===== src/rtl/adder_job_sequencer.sv =====
// AXI4-Lite master for one add job: write A, write B, read sum, read overflow (min 11 cycles accept-to-result).
// One AXI transaction in flight at a time; the result is held in DONE until res_ready, and job_valid is ignored outside IDLE.
module adder_job_sequencer #(
  parameter int                    DATA_WIDTH = 32,
  parameter int                    ADDR_WIDTH = 8,
  parameter logic [ADDR_WIDTH-1:0] BASE_ADDR  = '0,
  parameter int                    TIMEOUT    = 256
) (
  input  logic                    m1_axi_aclk,
  input  logic                    m1_axi_aresetn,
  input  logic                    job_valid,
  output logic                    job_ready,
  input  logic [DATA_WIDTH-1:0]   job_opa,
  input  logic [DATA_WIDTH-1:0]   job_opb,
  output logic                    res_valid,
  input  logic                    res_ready,
  output logic [DATA_WIDTH-1:0]   res_sum,
  output logic                    res_ovf,
  output logic                    res_err,
  output logic [ADDR_WIDTH-1:0]   m1_axi_awaddr,
  output logic                    m1_axi_awvalid,
  input  logic                    m1_axi_awready,
  output logic [DATA_WIDTH-1:0]   m1_axi_wdata,
  output logic [DATA_WIDTH/8-1:0] m1_axi_wstrb,
  output logic                    m1_axi_wvalid,
  input  logic                    m1_axi_wready,
  input  logic [1:0]              m1_axi_bresp,
  input  logic                    m1_axi_bvalid,
  output logic                    m1_axi_bready,
  output logic [ADDR_WIDTH-1:0]   m1_axi_araddr,
  output logic                    m1_axi_arvalid,
  input  logic                    m1_axi_arready,
  input  logic [DATA_WIDTH-1:0]   m1_axi_rdata,
  input  logic [1:0]              m1_axi_rresp,
  input  logic                    m1_axi_rvalid,
  output logic                    m1_axi_rready
);

  localparam int                    CW       = $clog2(TIMEOUT);
  localparam logic [CW-1:0]         CNT_LAST = CW'(TIMEOUT - 1);
  localparam logic [ADDR_WIDTH-1:0] ADDR_A   = BASE_ADDR;
  localparam logic [ADDR_WIDTH-1:0] ADDR_B   = BASE_ADDR + ADDR_WIDTH'(4);
  localparam logic [ADDR_WIDTH-1:0] ADDR_S   = BASE_ADDR + ADDR_WIDTH'(8);
  localparam logic [ADDR_WIDTH-1:0] ADDR_O   = BASE_ADDR + ADDR_WIDTH'(12);

  typedef enum logic [3:0] {
    IDLE, WA, WA_RSP, WB, WB_RSP, RS, RS_DAT, RO, RO_DAT, DONE
  } state_t;

  state_t                state, state_nx;
  logic [DATA_WIDTH-1:0] opa, opb;
  logic                  aw_done, w_done;
  logic [CW-1:0]         tmo_cnt;
  logic                  err_set;
  logic                  unused_resp;

  assign unused_resp = m1_axi_bresp[0] ^ m1_axi_rresp[0];

  always_comb begin
    state_nx = state;
    err_set  = 1'b0;
    case (state)
      IDLE:   if (job_valid) state_nx = WA;
      WA:     if (aw_done && w_done) state_nx = WA_RSP;
      WB:     if (aw_done && w_done) state_nx = WB_RSP;
      WA_RSP, WB_RSP: begin
        if (m1_axi_bvalid) begin
          if (m1_axi_bresp[1]) begin
            err_set  = 1'b1;
            state_nx = DONE;
          end else begin
            state_nx = (state == WA_RSP) ? WB : RS;
          end
        end
      end
      RS:     if (m1_axi_arready) state_nx = RS_DAT;
      RO:     if (m1_axi_arready) state_nx = RO_DAT;
      RS_DAT: begin
        if (m1_axi_rvalid) begin
          err_set  = m1_axi_rresp[1];
          state_nx = m1_axi_rresp[1] ? DONE : RO;
        end
      end
      RO_DAT: begin
        if (m1_axi_rvalid) begin
          err_set  = m1_axi_rresp[1];
          state_nx = DONE;
        end
      end
      DONE:   if (res_ready) state_nx = IDLE;
      default: state_nx = IDLE;
    endcase
    // A phase that is still waiting on its last counted cycle is abandoned.
    if (state != IDLE && state != DONE && state_nx == state && tmo_cnt == CNT_LAST) begin
      err_set  = 1'b1;
      state_nx = DONE;
    end
  end

  always_ff @(posedge m1_axi_aclk or negedge m1_axi_aresetn) begin
    if (!m1_axi_aresetn) begin
      state   <= IDLE;
      opa     <= '0;
      opb     <= '0;
      aw_done <= 1'b0;
      w_done  <= 1'b0;
      tmo_cnt <= '0;
      res_sum <= '0;
      res_ovf <= 1'b0;
      res_err <= 1'b0;
    end else begin
      state <= state_nx;
      if (state_nx != state) begin
        tmo_cnt <= '0;
        aw_done <= 1'b0;
        w_done  <= 1'b0;
      end else begin
        if (state != IDLE && state != DONE) tmo_cnt <= tmo_cnt + 1'b1;
        if (m1_axi_awvalid && m1_axi_awready) aw_done <= 1'b1;
        if (m1_axi_wvalid && m1_axi_wready)   w_done  <= 1'b1;
      end
      if (state == IDLE && job_valid) begin
        opa     <= job_opa;
        opb     <= job_opb;
        res_err <= 1'b0;
      end
      if (err_set) res_err <= 1'b1;
      if (state == RS_DAT && m1_axi_rvalid) res_sum <= m1_axi_rdata;
      if (state == RO_DAT && m1_axi_rvalid) res_ovf <= m1_axi_rdata[0];
    end
  end

  assign job_ready      = (state == IDLE);
  assign res_valid      = (state == DONE);
  assign m1_axi_awvalid = (state == WA || state == WB) && !aw_done;
  assign m1_axi_wvalid  = (state == WA || state == WB) && !w_done;
  assign m1_axi_awaddr  = (state == WA) ? ADDR_A : (state == WB) ? ADDR_B : '0;
  assign m1_axi_wdata   = (state == WA) ? opa : (state == WB) ? opb : '0;
  assign m1_axi_wstrb   = '1;
  assign m1_axi_bready  = (state == WA_RSP || state == WB_RSP);
  assign m1_axi_arvalid = (state == RS || state == RO);
  assign m1_axi_araddr  = (state == RS) ? ADDR_S : (state == RO) ? ADDR_O : '0;
  assign m1_axi_rready  = (state == RS_DAT || state == RO_DAT);

endmodule


===== config.mk =====
export PLATFORM = sky130hd
export DESIGN_NAME = adder_job_sequencer
export DESIGN_NICKNAME = d
export VERILOG_FILES = /design/src/rtl/adder_job_sequencer.sv
export SDC_FILE = /design/constraint.sdc
export NUM_CORES = 1
export LEC_CHECK = 0
export ABC_CLOCK_PERIOD_IN_PS = 6100
export CAP_MARGIN = 30
export CORE_AREA = 8 8 132 134
export DETAILED_ROUTE_END_ITERATION = 8
export DIE_AREA = 0 0 140 142
export GPL_ROUTABILITY_DRIVEN = 0
export PLACE_DENSITY = 0.7
export SLEW_MARGIN = 20
export SYNTH_ARGS = -nofsm -noshare
export SYNTH_HDL_FRONTEND = slang
export SYNTH_SLANG_ARGS = --single-unit

===== constraint.sdc =====
create_clock -name m1_axi_aclk -period 6.1 [get_ports m1_axi_aclk]
set_input_delay 0.915 -clock m1_axi_aclk [delete_from_list [all_inputs] [get_ports m1_axi_aclk]]
set_output_delay 0.915 -clock m1_axi_aclk [all_outputs]
set_load 0.03 [all_outputs]

==> run_results.csv, run 1 <==
group,metric,value,unit
setup_path,startpoint_type,"flop",
clock_tree,cts.sinks,112,
timing,setup-tns-final,0,ps
setup_path,reg2reg_depth,5,
place,portBuffers,182,
power,ir_drop,0.268,mV
synthesis,avgSynthCellArea,13.0,um^2
synthesis,synth_top_family_by_area,"multiplexers",
synthesis,yosysTopAreaCell,"dfrtp_1",
die,rows,46,
timing,finalMaxSlewViolations,0,
setup_path,cp.required,5180,ps
clock_tree,cts_buffer_depth,2,
power,p_per_area,588,nW/um^2
die,die_height,142,um
synthesis,syn_area,5220,um^2
global_route,grt_overflow_total,0,
timing,finalCritPeriodShare,71.8,%
timing,clock.fmax,0.228,GHz
global_route,globalRouteMet1Util,16.2,%
global_route,use_met2,24.5,%
global_route,grt_max_degree,66,
drt,wl_per_cell,18.7,um
synthesis,synth_mux_area_share,21.6,%
die,coreArea,15400,um^2
drt,first_pass_iters,4,
drt,vias,3823,
place,place_hpwl,10500,um
timing,period_minus_slack,4380,ps
final_layout,final_nets,683,
die,die_area,19900,um^2
synthesis,synth_top_area_share,53.7,%
timing,hold_violations,0,
final_layout,layout-drive-gt1-share,22.9,%
clock_tree,cts_tree,"built",
setup_path,crit_type,"reg2out",
clock_tree,holdBufCountCts,0,
drt,drtIter0Drc,153,
global_route,grtUsageTotal,14.4,%
synthesis,synth_async_sr_flop_share,100,%
place,dp.cells,754,
timing,setup_viol,0,
die,io-pin-count,202,
global_route,grt_pass1_vias,4113,
synthesis,synth-compound-area-share,9.70,%
timing,worst_slew_pin_slew,837,ps
synthesis,synth.most_common_cell,"dfrtp_1",
final_layout,multi_input_area,2210,um^2
synthesis,yosys-top-cells-count,"112 x dfrtp_1, 98 x mux2_2, 32 x a22o_1",
synthesis,yosys_warnings,0,
status,status,"finished, final reports clean",
synthesis,synth_top_flop_cell,"dfrtp_1",
global_route,grt_antenna_before_repair,0,
drt,totalWireLength,14300,um
drt,viasPerCell,4.98,
synthesis,synth.distinct_cells,54,
clock_tree,path_clk_slew,70,ps
setup_path,cp_max_fo,20,
clock_tree,cts_buffers,9,
synthesis,synth_seq_area_share,53.7,%
global_route,grt_pass1_wl,22700,um
clock_tree,htreeDepth,3,
final_layout,stdcell_count,768,
flow_run,max-cap-violations,0,
drt,drtAntennaViolNets,0,
timing,relSlewSlack,44.2,%
hold_path,hold_path_class,"reg2reg",
clock_tree,cts_resized,0,
synthesis,synth-simple-area-share,7.57,%
global_route,grtUsageMet3,5.57,%
final_layout,fillCellCount,1363,
clock_tree,post-cts-setup-buffers,0,
timing,rsz0062_at_grt,"no",
setup_path,arrival,3470,ps
die,die_w,140,um
synthesis,synth.area.top_cells,"dfrtp_1 54%, mux2_2 21%, a22o_1 5.4%, buf_4 2.9%, xnor2_1 1.5%",
final_layout,regArea,2800,um^2
global_route,top_usage_layer,"met2",
synthesis,synth-edff-count,0,
clock_tree,root_buffer,"clkbuf_16",
drt,drc,0,
synthesis,synth_fa_ha_area_share,0.240,%
power,p_leak,3.15,nW
final_layout,n_antenna_cell,0,
synthesis,ys_seq_elements,112,
hold_path,hold_depth,1,
die,initial_core_util,33.9,%
setup_path,cp-end-kind,"output pin",
timing,fin_skew,4.43,ps
synthesis,synth-xor-area-share,1.84,%
clock_tree,clk_latency,340,ps
synthesis,syn_inst,401,
final_layout,synthToLayoutAreaGrowth,41.5,%
## power by group
group          total (mW)  leakage (nW)  switching [mW]  internal [mW]
Combinational        2.48          1.62            1.33           1.14
Sequential           1.33          1.41           0.233           1.10
Clock               0.538         0.123           0.255          0.283
## placed cells by master, fill, tap and decap left out, drive strengths merged, types with 2 or more instances in the layout
cell type and n:
a21o 3, a21oi 6, a22o 32, a31oi 2, and2 3, and3b 2
buf 6, clkbuf 11, clkdlybuf4s50 181, clkinvlp 2, conb 17, dfrtp 112
inv 5, mux2 99, nand2 14, nand3 6, nand4 3, nor2 10
nor2b 2, nor3 7, nor3b 2, nor4 9, o21ai 7, o311ai 3
or4 2, xnor2 9, xor2 2
## per-stage QoR
| step | hold WS, ps | total power [mW] | instance area (um^2) | setup WS [ps] | util, % |
|---|---|---|---|---|---|
| 2_1_floorplan | 480 | 2.89 | 5280 | 3130 | - |
| 3_3_place_gp | 487 | 3.78 | 7130 | 2050 | 46.2 |
| 3_5_place_dp | 491 | 3.84 | 7130 | 2010 | 46.2 |
| 4_1_cts | 507 | 4.41 | 7390 | 1610 | 47.9 |
| 5_1_grt | 518 | 4.60 | 7390 | 1450 | 47.9 |
| 6_report | 503 | 4.34 | 7390 | 1720 | 47.9 |
## layer usage
layer | part of all wire [%] | vias up
met2 | 51 | 134
met1 | 40 | 1904
met3 | 8.2 | 13
met5 | 0 | -
li1 | - | 1772
met4 | 1.5 | 0
## logic make-up (layout without fill, tap and decap cells)
group | count (synthesis) | count (layout)
AOI/OAI and AO/OA | 62 | 62
xor gates and xnor gates | 11 | 11
adders and majority gates | 1 | 1
buffers and inverters | 46 | 206
DFF | 112 | 112
muxes | 100 | 100
other | 2 | 17
and+or+nand+nor | 67 | 67
## critical path: stages (launching register included)
cell	delay, ps
dfrtp_1	790
nand2_1	330
nor2_2	700
buf_4	400
a22o_1	190
clkdlybuf4s50_1	690
## worst paths after layout
| path | slack [ps] | to | startpoint |
|---|---|---|---|
| max | 1720 | m1_axi_wdata[26] | state[0]$_DFF_PN0_ |
| min | 500 | res_sum[24]$_DFFE_PN0P_ | res_sum[24]$_DFFE_PN0P_ |
| max reg2reg | 3610 | state[2]$_DFF_PN0_ | state[0]$_DFF_PN0_ |
| min reg2reg | 500 | res_sum[24]$_DFFE_PN0P_ | res_sum[24]$_DFFE_PN0P_ |
| max in group asynchronous | 4270 | opa[2]$_DFFE_PN0P_ | m1_axi_aresetn |
| min in group asynchronous | 590 | res_sum[26]$_DFFE_PN0P_ | m1_axi_aresetn |
## state kept, by name, indices dropped and copies added (netlist names)
name and count:
res_sum 32, opb 32, w_done 1, aw_done 1, tmo_cnt 8, res_ovf 1
res_err 1, opa 32, state 4
## final cells by class
class	count	area share (%)
Timing Repair Buffer	187	25.1
Inverter	5	0.254
Clock buffer	11	3.28
Clock inverter	3	0.271
Sequential cell	112	37.9
Multi-Input combinational cell	258	29.9
Tap cell	192	3.25
(Power assumes the default switching activity.)
==> inputs of run 2 (changes only) <==
--- a/config.mk
+++ b/config.mk
@@ -5,13 +5,13 @@
 export SDC_FILE = /design/constraint.sdc
 export NUM_CORES = 1
 export LEC_CHECK = 0
-export ABC_CLOCK_PERIOD_IN_PS = 6100
+export ABC_CLOCK_PERIOD_IN_PS = 3600
 export CAP_MARGIN = 30
 export CORE_AREA = 8 8 132 134
 export DETAILED_ROUTE_END_ITERATION = 8
 export DIE_AREA = 0 0 140 142
 export GPL_ROUTABILITY_DRIVEN = 0
-export PLACE_DENSITY = 0.7
+export PLACE_DENSITY = 0.73
 export SLEW_MARGIN = 20
 export SYNTH_ARGS = -nofsm -noshare
 export SYNTH_HDL_FRONTEND = slang
==> constraint.sdc (replaced) <==
create_clock -name m1_axi_aclk -period 3.6 [get_ports m1_axi_aclk]
set_input_delay 0.54 -clock m1_axi_aclk [delete_from_list [all_inputs] [get_ports m1_axi_aclk]]
set_output_delay 0.54 -clock m1_axi_aclk [all_outputs]
set_load 0.03 [all_outputs]
==> run_results.csv, run 2 (same netlist as run 1, synthesis figures left out) <==
group,metric,value,unit
global_route,grt_pass1_wl,22100,um
clock_tree,root_buffer,"clkbuf_16",
place,portBuffers,182,
place,place_worst_setup_slack,734,ps
setup_path,slowest_stage,"dfrtp_1",
timing,hold_violations,0,
timing,clock.fmax,0.313,GHz
drt,totalWireLength,13800,um
power,p_switching,3.08,mW
clock_tree,cts_buffer_depth,2,
final_layout,synthToLayoutAreaGrowth,44.0,%
timing,worst_slew_pin_slew,713,ps
final_layout,fillCellCount,1381,
final_layout,final_nets,686,
die,coreArea,15400,um^2
drt,drc,0,
drt,drtIter0Drc,142,
power,seqPwrFrac,28.9,%
global_route,grt_pass1_vias,4139,
timing,finalCritPeriodShare,88.8,%
setup_path,crit_chain,"inv_1 > nor2_2 > buf_12 > a22o_1 > clkdlybuf4s50_1",
setup_path,cp-end-kind,"output pin",
clock_tree,cts_resized,0,
clock_tree,cts_tree,"built",
final_layout,n_antenna_cell,0,
setup_path,slowest_delay,750,ps
global_route,grtUsageMet3,5.40,%
global_route,globalRouteMet1Util,15.6,%
clock_tree,path_clk_slew,70,ps
final_layout,top_regs,"opa: 32 flops, opb: 32 flops, res_sum: 32 flops",
timing,period_minus_slack,3200,ps
clock_tree,htreeDepth,3,
drt,vias,3869,
setup_path,crit_type,"reg2out",
clock_tree,holdBufCountCts,0,
power,combPwrFrac,56.8,%
power,swShare,40.7,%
final_layout,fin_area,7520,um^2
final_layout,layout-drive-gt1-share,23.6,%
setup_path,cp_max_fo,33,
place,place_hpwl,10300,um
power,p_per_area,1010,nW/um^2
global_route,grt_max_degree,58,
final_layout,finish.utilization,48.8,%
drt,wl_per_cell,17.8,um
clock_tree,post-cts-setup-buffers,0,
die,io-pin-count,202,
timing,setup_viol,0,
setup_path,startpoint_type,"flop",
drt,first_pass_iters,4,
final_layout,mostFrequentLayoutCells,"181 x clkdlybuf4s50_1, 112 x dfrtp_1, 98 x mux2_2, 32 x a22o_1, 17 x conb_1",
final_layout,final_common_cell,"clkdlybuf4s50_1",
clock_tree,cts_buffers,9,
flow_run,max-cap-violations,0,
hold_path,hold_path_class,"in2async",
global_route,grtUsageTotal,13.9,%
place,place_area,7190,um^2
timing,finalMaxSlewViolations,0,
setup_path,arrival,2660,ps
power,p_leak,3.21,nW
drt,drtAntennaViolNets,0,
clock_tree,clk_latency,350,ps
power,fin_total_pwr,7.57,mW
drt,viasPerCell,5.01,
die,die_area,19900,um^2
setup_path,cp.required,3060,ps
status,status,"finished, final reports clean",
die,die_w,140,um
die,rows,46,
power,p_clk_share,14.3,%
global_route,use_met2,23.4,%
timing,setup-tns-final,0,ps
die,die_height,142,um
die,initial_core_util,33.9,%
power,ir_drop,0.445,mV
global_route,grt_overflow_total,0,
clock_tree,cts.sinks,112,
power,p_int,4.49,mW
global_route,top_usage_layer,"met2",
timing,fin_ws,402,ps
timing,rsz0062_at_grt,"no",
timing,fin_skew,7.34,ps
timing,relSlewSlack,52.5,%
global_route,grt_antenna_before_repair,1,
==> run 2: critical path: cells and delay by family, from the launching register on <==
family,cells,cell delay [ps]
and+or+nand+nor,1,210
AOI/OAI and AO/OA,1,160
buffers and inverters,3,1170
DFF,1,750
==> run 2: final cells by class <==
class,count,area [um^2],area share [%]
clock buffer,12,256,3.41
multi-input combinational,258,2210,29.4
clock inverter,4,76.3,1.01
inverter,5,18.8,0.250
tap,192,240,3.19
sequential,112,2800,37.3
timing repair buffer,190,1920,25.5
==> run 2: final timing paths <==
path | start | endpoint | slack [ps] | cells after the start
max | state[1]$_DFF_PN0_ | m1_axi_wdata[21] | 400 | 5
min | m1_axi_aresetn | res_sum[5]$_DFFE_PN0P_ | 240 | 1
max in group asynchronous | m1_axi_aresetn | opb[13]$_DFFE_PN0P_ | 2600 | 2
min in group m1_axi_aclk | opa[18]$_DFFE_PN0P_ | opa[18]$_DFFE_PN0P_ | 510 | 1
min reg2reg | opa[18]$_DFFE_PN0P_ | opa[18]$_DFFE_PN0P_ | 510 | 1
max reg2reg | state[1]$_DFF_PN0_ | state[1]$_DFF_PN0_ | 1290 | 5
==> run 2: layer usage <==
metal	routed length, um	part of all wire [%]
met3	1140	8.2
met1	5420	39
met2	6930	50
met5	13	0.094
met4	288	2.1
==> run 2: power by group through the flow <==
stage	sequential, mW	clock, mW	combinational (mW)
6_report	2.18	1.08	4.30
5_1_grt	2.26	1.18	4.56
4_1_cts	2.19	1.13	4.36
3_5_place_dp	2.21	0	4.35
3_3_place_gp	2.17	0	4.28
2_1_floorplan	2.50	0	2.40
==> run 2: per-stage QoR <==
stage          hold slack (ps)  std cells
2_1_floorplan              244        416
3_3_place_gp               487        757
3_5_place_dp               492        757
4_1_cts                    259        773
5_1_grt                    279        773
6_report                   242        773
